**src/rtl/apb_write_cmd_pkg.sv**
```systemverilog
// apb_cmd_pkg: shared constants for the RS485 command-path APB slave.
//   DEPTH/AW/DW : command buffer geometry (32 x 8)
//   CW          : width of the occupancy count (0..DEPTH inclusive)
//   ADDR_*      : register map
//   CTRL_*      : bit positions inside the CTRL register
//   state_e     : APB handshake FSM encoding
`timescale 1ns/1ps
package apb_cmd_pkg;
    localparam int DEPTH = 32;
    localparam int AW    = $clog2(DEPTH);
    localparam int DW    = 8;
    localparam int CW    = AW + 1;

    localparam logic [7:0] ADDR_DATA = 8'h00;
    localparam logic [7:0] ADDR_CTRL = 8'h04;
    localparam logic [7:0] ADDR_FREE = 8'h08;
    localparam logic [7:0] ADDR_STAT = 8'h0C;

    localparam int CTRL_FLUSH = 0;
    localparam int CTRL_START = 1;

    typedef enum logic {
        IDLE = 1'b0,
        ACK  = 1'b1
    } state_e;
endpackage

```
**src/rtl/apb_write_cmd_if.sv**
```systemverilog
// apb_write_cmd_if: APB bus bundle between the host and the command slave.
//   PSEL/PENABLE/PWRITE/PADDR/PWDATA : requester -> slave
//   PREADY/PRDATA/PSLVERR            : slave -> requester
`timescale 1ns/1ps
interface apb_write_cmd_if;
    import apb_cmd_pkg::*;

    logic          PSEL;
    logic          PENABLE;
    logic          PWRITE;
    logic [7:0]    PADDR;
    logic [15:0]   PWDATA;
    logic          PREADY;
    logic [DW-1:0] PRDATA;
    logic          PSLVERR;

    modport master (
        output PSEL, PENABLE, PWRITE, PADDR, PWDATA,
        input  PREADY, PRDATA, PSLVERR
    );

    modport slave (
        input  PSEL, PENABLE, PWRITE, PADDR, PWDATA,
        output PREADY, PRDATA, PSLVERR
    );
endinterface

```
**src/rtl/apb_write_cmd_ptr_ctrl.sv**
```systemverilog
// cmd_ptr_ctrl: write pointer and occupancy tracking for the command buffer.
//   clk_i, rst_ni : clock, synchronous active-low reset
//   push_i        : one byte was written into the buffer this cycle
//   pop_i         : transmitter consumed one byte this cycle
//   flush_i       : discard everything (beats push and pop)
//   wptr_o        : next buffer write address, wraps at DEPTH
//   count_o       : bytes held, 0..DEPTH
//   full_o/empty_o: occupancy flags from the registered count
//   drain_o       : this cycle's pop takes the count from 1 to 0
`timescale 1ns/1ps
module cmd_ptr_ctrl
    import apb_cmd_pkg::*;
(
    input  logic          clk_i,
    input  logic          rst_ni,
    input  logic          push_i,
    input  logic          pop_i,
    input  logic          flush_i,
    output logic [AW-1:0] wptr_o,
    output logic [CW-1:0] count_o,
    output logic          full_o,
    output logic          empty_o,
    output logic          drain_o
);
    logic [AW-1:0] wptr_q, wptr_d;
    logic [CW-1:0] count_q, count_d;
    logic          pop_ok;

    // A pop on an empty buffer is a transmitter glitch; drop it.
    assign pop_ok = pop_i && (count_q != '0);

    always_comb begin
        wptr_d  = wptr_q;
        count_d = count_q;
        if (flush_i) begin
            wptr_d  = '0;
            count_d = '0;
        end else begin
            if (push_i) wptr_d = wptr_q + 1'b1;
            // Push and pop on the same edge cancel out.
            unique case ({push_i, pop_ok})
                2'b10:   count_d = count_q + 1'b1;
                2'b01:   count_d = count_q - 1'b1;
                default: ;
            endcase
        end
    end

    always_ff @(posedge clk_i) begin
        if (!rst_ni) begin
            wptr_q  <= '0;
            count_q <= '0;
        end else begin
            wptr_q  <= wptr_d;
            count_q <= count_d;
        end
    end

    assign wptr_o  = wptr_q;
    assign count_o = count_q;
    assign full_o  = (count_q == CW'(DEPTH));
    assign empty_o = (count_q == '0);
    assign drain_o = pop_ok && !push_i && !flush_i && (count_q == CW'(1));
endmodule

```
**src/rtl/apb_write_cmd.sv**
```systemverilog
// apb_write_cmd: APB slave feeding the RS485 command (transmit) buffer.
//   PCLK, rst_tx          : clock, synchronous active-low reset
//   apb                   : APB slave port (one wait state, PREADY registered)
//   WCLK_CMD/W_ADDR_CMD/WD_CMD : external 32x8 buffer write port
//   TX_POP                : transmitter consumed one byte
//   TX_START              : one-cycle pulse to launch transmission
//   CMD_COUNT             : bytes currently buffered
`timescale 1ns/1ps
module apb_write_cmd
    import apb_cmd_pkg::*;
(
    input  logic                 PCLK,
    input  logic                 rst_tx,
    apb_write_cmd_if.slave       apb,
    output logic                 WCLK_CMD,
    output logic [AW-1:0]        W_ADDR_CMD,
    output logic [DW-1:0]        WD_CMD,
    input  logic                 TX_POP,
    output logic                 TX_START,
    output logic [CW-1:0]        CMD_COUNT
);
    state_e        state_q, state_d;
    logic          pready_q, pready_d;
    logic [DW-1:0] prdata_q, prdata_d;
    logic          pslverr_q, pslverr_d;
    logic          wclk_q, wclk_d;
    logic [DW-1:0] wd_q, wd_d;
    logic          start_q, start_d;
    logic          ovf_q, ovf_d;
    logic          busy_q, busy_d;
    logic          flush;

    logic [AW-1:0] wptr;
    logic [CW-1:0] count;
    logic          full, empty, drain;
    logic          unused_pwdata;

    assign unused_pwdata = ^apb.PWDATA[15:DW];

    // The buffer write strobe is only ever high in ACK, so it doubles as the
    // push that advances the pointer on the ACK->IDLE edge.
    cmd_ptr_ctrl u_ptr (
        .clk_i   (PCLK),
        .rst_ni  (rst_tx),
        .push_i  (wclk_q),
        .pop_i   (TX_POP),
        .flush_i (flush),
        .wptr_o  (wptr),
        .count_o (count),
        .full_o  (full),
        .empty_o (empty),
        .drain_o (drain)
    );

    // Every side effect is decided in IDLE while the access phase is seen;
    // ACK only presents the registered response and returns.
    always_comb begin
        state_d   = state_q;
        pready_d  = 1'b0;
        prdata_d  = '0;
        pslverr_d = 1'b0;
        wclk_d    = 1'b0;
        wd_d      = wd_q;
        start_d   = 1'b0;
        ovf_d     = ovf_q;
        busy_d    = busy_q;
        flush     = 1'b0;

        if (drain) busy_d = 1'b0;

        unique case (state_q)
            IDLE: begin
                if (apb.PSEL && apb.PENABLE) begin
                    state_d  = ACK;
                    pready_d = 1'b1;
                    if (apb.PWRITE) begin
                        unique case (apb.PADDR)
                            ADDR_DATA: begin
                                if (!full) begin
                                    wd_d   = apb.PWDATA[DW-1:0];
                                    wclk_d = 1'b1;
                                end else begin
                                    ovf_d     = 1'b1;
                                    pslverr_d = 1'b1;
                                end
                            end
                            ADDR_CTRL: begin
                                if (apb.PWDATA[CTRL_FLUSH]) begin
                                    flush  = 1'b1;
                                    ovf_d  = 1'b0;
                                    busy_d = 1'b0;
                                end else if (apb.PWDATA[CTRL_START] && !empty) begin
                                    start_d = 1'b1;
                                    busy_d  = 1'b1;
                                end
                            end
                            default: pslverr_d = 1'b1;
                        endcase
                    end else begin
                        unique case (apb.PADDR)
                            ADDR_FREE: prdata_d = {{(DW-CW){1'b0}}, CW'(DEPTH) - count};
                            ADDR_STAT: prdata_d = {4'b0, busy_q, ovf_q, full, empty};
                            default:   pslverr_d = 1'b1;
                        endcase
                    end
                end
            end
            ACK:     state_d = IDLE;
            default: state_d = IDLE;
        endcase
    end

    always_ff @(posedge PCLK) begin
        if (!rst_tx) begin
            state_q   <= IDLE;
            pready_q  <= 1'b0;
            prdata_q  <= '0;
            pslverr_q <= 1'b0;
            wclk_q    <= 1'b0;
            wd_q      <= '0;
            start_q   <= 1'b0;
            ovf_q     <= 1'b0;
            busy_q    <= 1'b0;
        end else begin
            state_q   <= state_d;
            pready_q  <= pready_d;
            prdata_q  <= prdata_d;
            pslverr_q <= pslverr_d;
            wclk_q    <= wclk_d;
            wd_q      <= wd_d;
            start_q   <= start_d;
            ovf_q     <= ovf_d;
            busy_q    <= busy_d;
        end
    end

    assign apb.PREADY  = pready_q;
    assign apb.PRDATA  = prdata_q;
    assign apb.PSLVERR = pslverr_q;
    assign WCLK_CMD    = wclk_q;
    assign W_ADDR_CMD  = wptr;
    assign WD_CMD      = wd_q;
    assign TX_START    = start_q;
    assign CMD_COUNT   = count;
endmodule

```
**src/flat_wrapper.sv**
```systemverilog
// flat-port wrapper written by rule: the top's interface ports become plain ports
module apb_write_cmd_flat import apb_cmd_pkg::*;
  (PCLK, rst_tx, WCLK_CMD, W_ADDR_CMD, WD_CMD, TX_POP, TX_START, CMD_COUNT, apb_PSEL, apb_PENABLE, apb_PWRITE, apb_PADDR, apb_PWDATA, apb_PREADY, apb_PRDATA, apb_PSLVERR);
  apb_write_cmd_if apb_i ();
  input  logic PCLK;
  input  logic rst_tx;
  output logic WCLK_CMD;
  output logic [AW-1:0] W_ADDR_CMD;
  output logic [DW-1:0] WD_CMD;
  input  logic TX_POP;
  output logic TX_START;
  output logic [CW-1:0] CMD_COUNT;
  input wire logic [$bits(apb_i.PSEL)-1:0] apb_PSEL;
  input wire logic [$bits(apb_i.PENABLE)-1:0] apb_PENABLE;
  input wire logic [$bits(apb_i.PWRITE)-1:0] apb_PWRITE;
  input wire logic [$bits(apb_i.PADDR)-1:0] apb_PADDR;
  input wire logic [$bits(apb_i.PWDATA)-1:0] apb_PWDATA;
  output wire logic [$bits(apb_i.PREADY)-1:0] apb_PREADY;
  output wire logic [$bits(apb_i.PRDATA)-1:0] apb_PRDATA;
  output wire logic [$bits(apb_i.PSLVERR)-1:0] apb_PSLVERR;
  assign apb_i.PSEL = apb_PSEL;
  assign apb_i.PENABLE = apb_PENABLE;
  assign apb_i.PWRITE = apb_PWRITE;
  assign apb_i.PADDR = apb_PADDR;
  assign apb_i.PWDATA = apb_PWDATA;
  assign apb_PREADY = apb_i.PREADY;
  assign apb_PRDATA = apb_i.PRDATA;
  assign apb_PSLVERR = apb_i.PSLVERR;
  apb_write_cmd u_core (.PCLK(PCLK), .rst_tx(rst_tx), .apb(apb_i), .WCLK_CMD(WCLK_CMD), .W_ADDR_CMD(W_ADDR_CMD), .WD_CMD(WD_CMD), .TX_POP(TX_POP), .TX_START(TX_START), .CMD_COUNT(CMD_COUNT));
endmodule
```
**config.mk**
```make
export PLATFORM = sky130hd
export DESIGN_NAME = apb_write_cmd_flat
export DESIGN_NICKNAME = d
export VERILOG_FILES = /design/src/rtl/apb_write_cmd_pkg.sv /design/src/rtl/apb_write_cmd_if.sv /design/src/rtl/apb_write_cmd_ptr_ctrl.sv /design/src/rtl/apb_write_cmd.sv /design/src/flat_wrapper.sv
export SDC_FILE = /design/constraint.sdc
export NUM_CORES = 1
export LEC_CHECK = 0
export CORE_MARGIN = 2
export CORE_UTILIZATION = 46
export DETAILED_ROUTE_END_ITERATION = 10
export PLACE_DENSITY = 0.84
export SETUP_SLACK_MARGIN = 0.02
export SLEW_MARGIN = 10
export SYNTH_ARGS = -nofsm -noshare
export SYNTH_HDL_FRONTEND = slang
export SYNTH_HIERARCHICAL = 1
export SYNTH_SLANG_ARGS = --single-unit
export TNS_END_PERCENT = 20
```
**constraint.sdc**
```tcl
create_clock -name PCLK -period 5 [get_ports PCLK]
set_clock_uncertainty 0.1 [all_clocks]
set_input_delay 1.25 -clock PCLK [delete_from_list [all_inputs] [get_ports PCLK]]
set_output_delay 1.25 -clock PCLK [all_outputs]
set_load 0.02 [all_outputs]
```
# --- After elaboration in Yosys (flattened, before gate mapping) ---
# Index checks and enable logic that the tools add are counted.
# W data, S select, Z words.
op_classes:
  n_bitwise: 7
  add_sub_neg: 4
  n_eq_ne: 9
  muxes: 25
  n_reduce_logical: 23
op_table:
  columns: ["operator", "count"]
  rows:
  - ["$pmux W6 S2", 2]
  - ["$mux W1", 20]
  - ["$eq A8 B4 Y1 const B", 2]
  - ["$eq A8 B3 Y1 const B", 1]
  - ["$logic_not A8 Y1", 1]
  - ["$not A1 Y1", 7]
  - ["$add A6 B1 Y6 const B", 1]
  - ["$eq A6 B1 Y1 const B", 1]
  - ["$eq A6 B6 Y1 const B", 1]
  - ["$logic_and A1 B1 Y1", 6]
  - ["$logic_not A6 Y1", 1]
  - ["$pmux W1 S2", 3]
  - ["$reduce_and A6 Y1", 1]
  - ["$reduce_bool A6 Y1", 1]
  - ["$reduce_or A2 Y1", 3]
  - ["$reduce_or A6 Y1", 1]
  - ["$sub A6 B1 Y6 const B", 1]
  - ["$sub A6 B6 Y6 const A", 1]
  - ["$add A5 B1 Y5 const B", 1]
  - ["$reduce_and A5 Y1", 1]
  - ["$reduce_or A5 Y1", 1]
  - ["$reduce_bool A2 Y1", 2]
  - ["$reduce_or A4 Y1", 1]
  - ["$logic_not A1 Y1", 3]
  - ["other kinds (5)", 5]
totals:
  reg_bits: 34
  out_inout_bits: 31
  word_cells: 79
  input_bits: 30

# --- Longest topological paths before layout ---
depth:
  depth_word: 15
  depth_mapped: 11
  mapped_depth_nobuf: 10

# --- Modules after synthesis ---
# Netlist, hierarchy kept.
modules_own_cells:
  columns: ["module", "instances", "seq_area_each_um2", "area_each_um2", "cells_each"]
  rows:
  - ["apb_write_cmd", 1, 400.4, 880.8, 93]
  - ["cmd_ptr_ctrl", 1, 220.2, 638.1, 69]

# --- Worst setup path before layout ---
# OpenSTA, ideal clock, no wires.
synth_timing:
  kind: "input -> register"
  from: "input TX_POP"
  to: "register u_core.u_ptr.count_q[5] (netlist: u_core/u_ptr/count_o[5])"
  stages: 7
  n_path_buf: 1
  t_required_ns: 4.772
  arrival_time_ns: 2.559
  slack_ns: 2.214
  setup_ns: 0.128
  path_cell_list: "nor2b_1 -> ha_1 -> buf_6 -> or4b_4 -> a221oi_2 -> xnor2_1 -> nor2_1"
synth_via:
  elab_chain_len: 3
  elab_cells_between_ends: 5
  classes_between: "eq/ne (2); mux (1); reduce/logical (2)"
synth_rtl:
  columns: ["item", "line_no", "source"]
  rows:
  - ["start: declaration", "flat_wrapper.sv:10", "input logic TX_POP;"]
  - ["$logic_and A1 B1 Y1 *", "apb_write_cmd_ptr_ctrl.sv:30", "assign pop_ok = pop_i && (count_q != '0);"]
  - ["$eq A2 B1 Y1 or $eq A2 B2 Y1 (tied branches)", "apb_write_cmd_ptr_ctrl.sv:41", "unique case ({push_i, pop_ok})"]
  - ["$pmux W6 S2 or $reduce_bool A2 Y1 (tied branches)", null, null]
  - ["end signal: assignment", "apb_write_cmd_ptr_ctrl.sv:55", "count_q <= count_d;"]
  - ["end: declaration", "apb_write_cmd_ptr_ctrl.sv:26", "logic [CW-1:0] count_q, count_d;"]
# Every way passes the cells marked *; elsewhere a longest branch is shown, timed or not.
# A chain may end at the register's enable or synchronous reset.

# --- Worst setup path in the final report ---
layout_timing:
  from: "input apb_PADDR[5]"
  to: "register u_core.wd_q[2] (netlist: u_core/WD_CMD[2])"
layout_via:
  elab_chain_len: 2
layout_rtl:
  columns: ["item", "line_no", "source"]
  rows:
  - ["start: declaration", "flat_wrapper.sv:16", "input wire logic [$bits(apb_i.PADDR)-1:0] apb_PADDR;"]
  - ["$logic_not A8 Y1", "apb_write_cmd.sv:77", "unique case (apb.PADDR)"]
  - ["$reduce_and A5 Y1 (no line)", null, null]
  - ["end signal: assignment", "apb_write_cmd.sv:130", "wd_q <= wd_d;"]
  - ["end: declaration", "apb_write_cmd.sv:27", "logic [DW-1:0] wd_q, wd_d;"]
# No other way between the ends.

==> results.md <==
Run status:
- The flow ran to the end, and the final reports show no timing, DRC or antenna violations.

Critical path:
- The required time of the critical path is 5150 ps.
- The register-to-register path setup slack is 2160 ps.
- For the worst setup path, the data arrival time is 3290 ps.
- The worst setup path is launched from a primary input.
- In this run the critical register-to-register path is captured at u_core/u_ptr/count_o[5].
- The number of cells on the worst reg-to-reg path is 10.
- The library cell contributing the largest single delay on the critical path is nor3b_2.
- The beginning of the worst register-to-register path is u_core/u_ptr/count_o[0].
- The worst setup path is captured at a flip-flop.
- In this run the worst path has a maximum fanout of 9.
- The signal on the critical path passes through clkdlybuf4s50_1, nor4_4, and4_4, nor3b_2, mux2i_1.
- The largest stage delay on the critical path is 710 ps.
- By startpoint and endpoint, the worst setup path is classified as in -> reg.

Timing:
- The count of final hold-check violations was 0.
- The sum of negative setup slack is 0 ps.
- For the pin with the worst max-slew slack, the measured transition is 851.0 ps.
- The post-layout minimum cycle time is 3142 ps.
- Dividing the final minimum period by the clock period gives 62.85%.
- The final hold slack is 359.4 ps.
- The achievable frequency is 318.2 MHz.
- The tightest slew margin relative to the limit is 43.02%.
- Setup violations remaining at the end of the flow were counted as 0.
- Setup repair after global routing left no endpoint under its margin.
- The number of pins exceeding their max-slew limit in the final report is 0.

Global routing:
- The most congested layer reported by global routing is met2.
- For met2 alone, demand over resource in global routing was 34.35%.
- Entering global routing, the biggest net connects 22 pins.
- The leftover overflow at the end of global routing is 0.
- The via count of the first global-routing pass is 1,282.
- The initial antenna violation count came to 0.
- The met3 global-route usage is 6.092%.
- The first global-routing pass estimated 5.430 mm of wire.
- The global router's overall resource usage is 20.21%.
- The met1 capacity usage during global routing is 22.25%.

Cells and area:
- The fraction of layout cells with a size suffix above 1 is 6.635%.
- For this run, the post-layout net count is 247.
- 0 antenna diodes ended up in the layout.
- Summing all non-filler instances in the final layout gives an area of 2105 µm².
- The synthesis-to-finish area growth is 38.55%.

Clock tree:
- The buffer count from post-CTS setup fixing is 0.
- The maximum level of the CTS H-tree is 2.
- The tree is rooted in a clkbuf_4.
- Clock latency on the worst-skew pair, taken at its later pin, is 330 ps.
- The TritonCTS clock tree is yes.
- The maximum count of clock buffers along a single path is 2.
- TritonCTS created 5 clock buffers.
- The number of sinks driven by the clock tree is 31.
- Buffers inserted to repair hold after CTS numbered 0.
- Clock-pin slew was measured on the worst setup and hold paths at 100 ps.
- The number of gates resized after cts is 0.

Routing:
- Wires add up to 3.418 mm.
- The first detailed-routing pass took 4 iterations.
- The number of nets with antenna violations after detailed routing is 0.
- The average wire per cell in the routed design is 13.40 µm.
- The number of vias per cell is 5.227.
- The count of unresolved DRC violations after routing is 0.
- The vias after detailed routing is 1,333.
- The number of DRC markers after the initial detailed-route iteration is 42.

Die:
- The placeable core region is 3103 µm².
- The die covers 3778 µm².
- The horizontal extent of the die is 61.47 µm.
- The die height is 61.47 µm.
- The standard-cell row count is 20.
- The initial core utilization is 48.95%.
- 61 I/O pins were placed.

Synthesis:
- Summed over its instances, the top area cell type makes up 40.86% of the synthesized netlist area.
- Synthesis inferred 31 register bits.
- The most repeated cell in the gate-level netlist after synthesis is dfxtp_1.
- The share of flip-flops with an asynchronous set or reset is 0%.
- For this run, the leading register cell type out of synthesis is dfxtp_1.
- The post-synthesis average cell area is 9.376 µm².
- The count of yosys warnings during synthesis is 6.
- The commonest cells after synthesis are 31 x dfxtp_1, 20 x nand2_1, 14 x nor2_1.
- The sequential fraction of the synthesis area is 40.86%.
- The largest area contributor in the synthesized netlist is dfxtp_1.
- The post-synthesis cell count is 162.
- The post-synthesis instance area is 1519 µm².
- In this run, synthesis inferred 0 flip-flops with an integrated enable.
- By area the synthesized netlist is led by dfxtp_1 41%, mux2i_1 6.6%, ha_1 5.8%.
- The count of cell types in the netlist is 39.

Pwr:
- Total power for the finished layout comes to 0.7390 mW.
- In this run the power density over the cells is 351.2 nW/µm².
- The static leakage is 0.7672 nW.
- The maximum vdd drop is 224.7 µV.

Hold path:
- The hold-critical path depth is 2.
- The critical hold path startpoint is u_core/WD_CMD[7].
- For hold timing, the worst endpoint is u_core/WD_CMD[7].
- The worst hold path belongs to the class reg -> reg.

Placement:
- Input and output buffers added on the ports amount to 50.
- The standard cell area after detailed placement is 2018 µm².
- The routability-driven placement congestion ratio is 0.7464.
- The detailed-placement wirelength estimate is 2.529 mm.

Run:
- Across the run, the number of max-cap violations was 0.
==> metrics by stage <==
step / utilization (%) / worst slack (ps) / instances
floorplan: - / 2214 / 163
global placement: 65.04 / 1569 / 247
detailed placement: 65.04 / 1494 / 247
CTS: 67.82 / 1863 / 255
global route: 67.82 / 1755 / 255
finish: 67.82 / 1858 / 255
==> how the worst max path moves through the flow <==
stage,from,end,slack [ps]
after floorplan,TX_POP,u_core/u_ptr/count_o[5],2210
after detailed placement,apb_PADDR[5],u_core/WD_CMD[4],1490
after global placement,apb_PADDR[5],u_core/WD_CMD[6],1570
after CTS,apb_PADDR[5],u_core/WD_CMD[4],1860
after global routing,apb_PADDR[5],u_core/WD_CMD[2],1750
final,apb_PADDR[5],u_core/WD_CMD[2],1860
==> critical path: cells and delay by family <==
kind | cells | cell delay [ps]
buf+inv | 1 | 440
simple gates | 3 | 1340
mux | 1 | 260
==> per-layer routing <==
layer	vias to the layer above	wire length, µm
li1	648	-
met1	603	1408
met2	72	1655
met3	10	270
met4	0	84
met5	-	0
==> layout make-up <==
type                    instances  area [µm²]
clock buffers                   6       51.30
clock inverters                 2       35.03
fillers                       270       998.5
inverters                       7       26.28
multi-input cells             115       815.8
flip-flops and latches         31       620.6
well taps                      44       55.05
repair buffers                 50       500.5
==> report_power, final <==
part	switching [mW]	internal (mW)	leakage, nW
logic	0.133	0.123	0.469
registers	0.0245	0.256	0.250
clock network	0.0838	0.118	0.0482
total	0.242	0.497	0.767
==> cells in the final DEF, fill, tap and decap left out, types with 3 or more instances in the layout <==
cell type        Yosys  routed
mux2i_1             10      10
nor2b_1              3       3
xor2_1               7       7
inv_1                7       7
dfxtp_1             31      31
a21oi_1              5       5
nand4_1              3       3
nor3_1               5       5
ha_1                 7       7
a22o_1               4       4
clkdlybuf4s50_1      0      50
xnor2_1              6       6
nand4b_1             3       3
nand2_1             20      20
clkbuf_4             0       5
nor2_1              14      14
==> cell families (layout without fill, tap and decap cells) <==
| kind of cell | count (synthesis) | in the layout | synth area share (%) |
|---|---|---|---|
| AO/OA/AOI/OAI | 16 | 16 | 7.660 |
| XOR/XNOR | 13 | 13 | 7.496 |
| adder cells (fa/ha/maj) | 7 | 7 | 5.766 |
| buffers and inverters | 17 | 65 | 5.684 |
| flip-flops | 31 | 31 | 40.86 |
| multiplexers | 10 | 10 | 6.590 |
| other | 1 | 2 | 0.2469 |
| AND/OR/NAND/NOR | 67 | 67 | 25.70 |
==> state kept, by name, indices dropped and copies added, names as in the netlist <==
signal                flops
u_core/state_q            1
u_core/TX_START           1
u_core/u_ptr/wptr_o       5
u_core/apb.PRDATA         6
u_core/busy_q             1
u_core/WCLK_CMD           1
u_core/WD_CMD             8
u_core/u_ptr/count_o      6
u_core/apb.PSLVERR        1
u_core/ovf_q              1
Note: power is estimated with default switching activity, not from simulation.
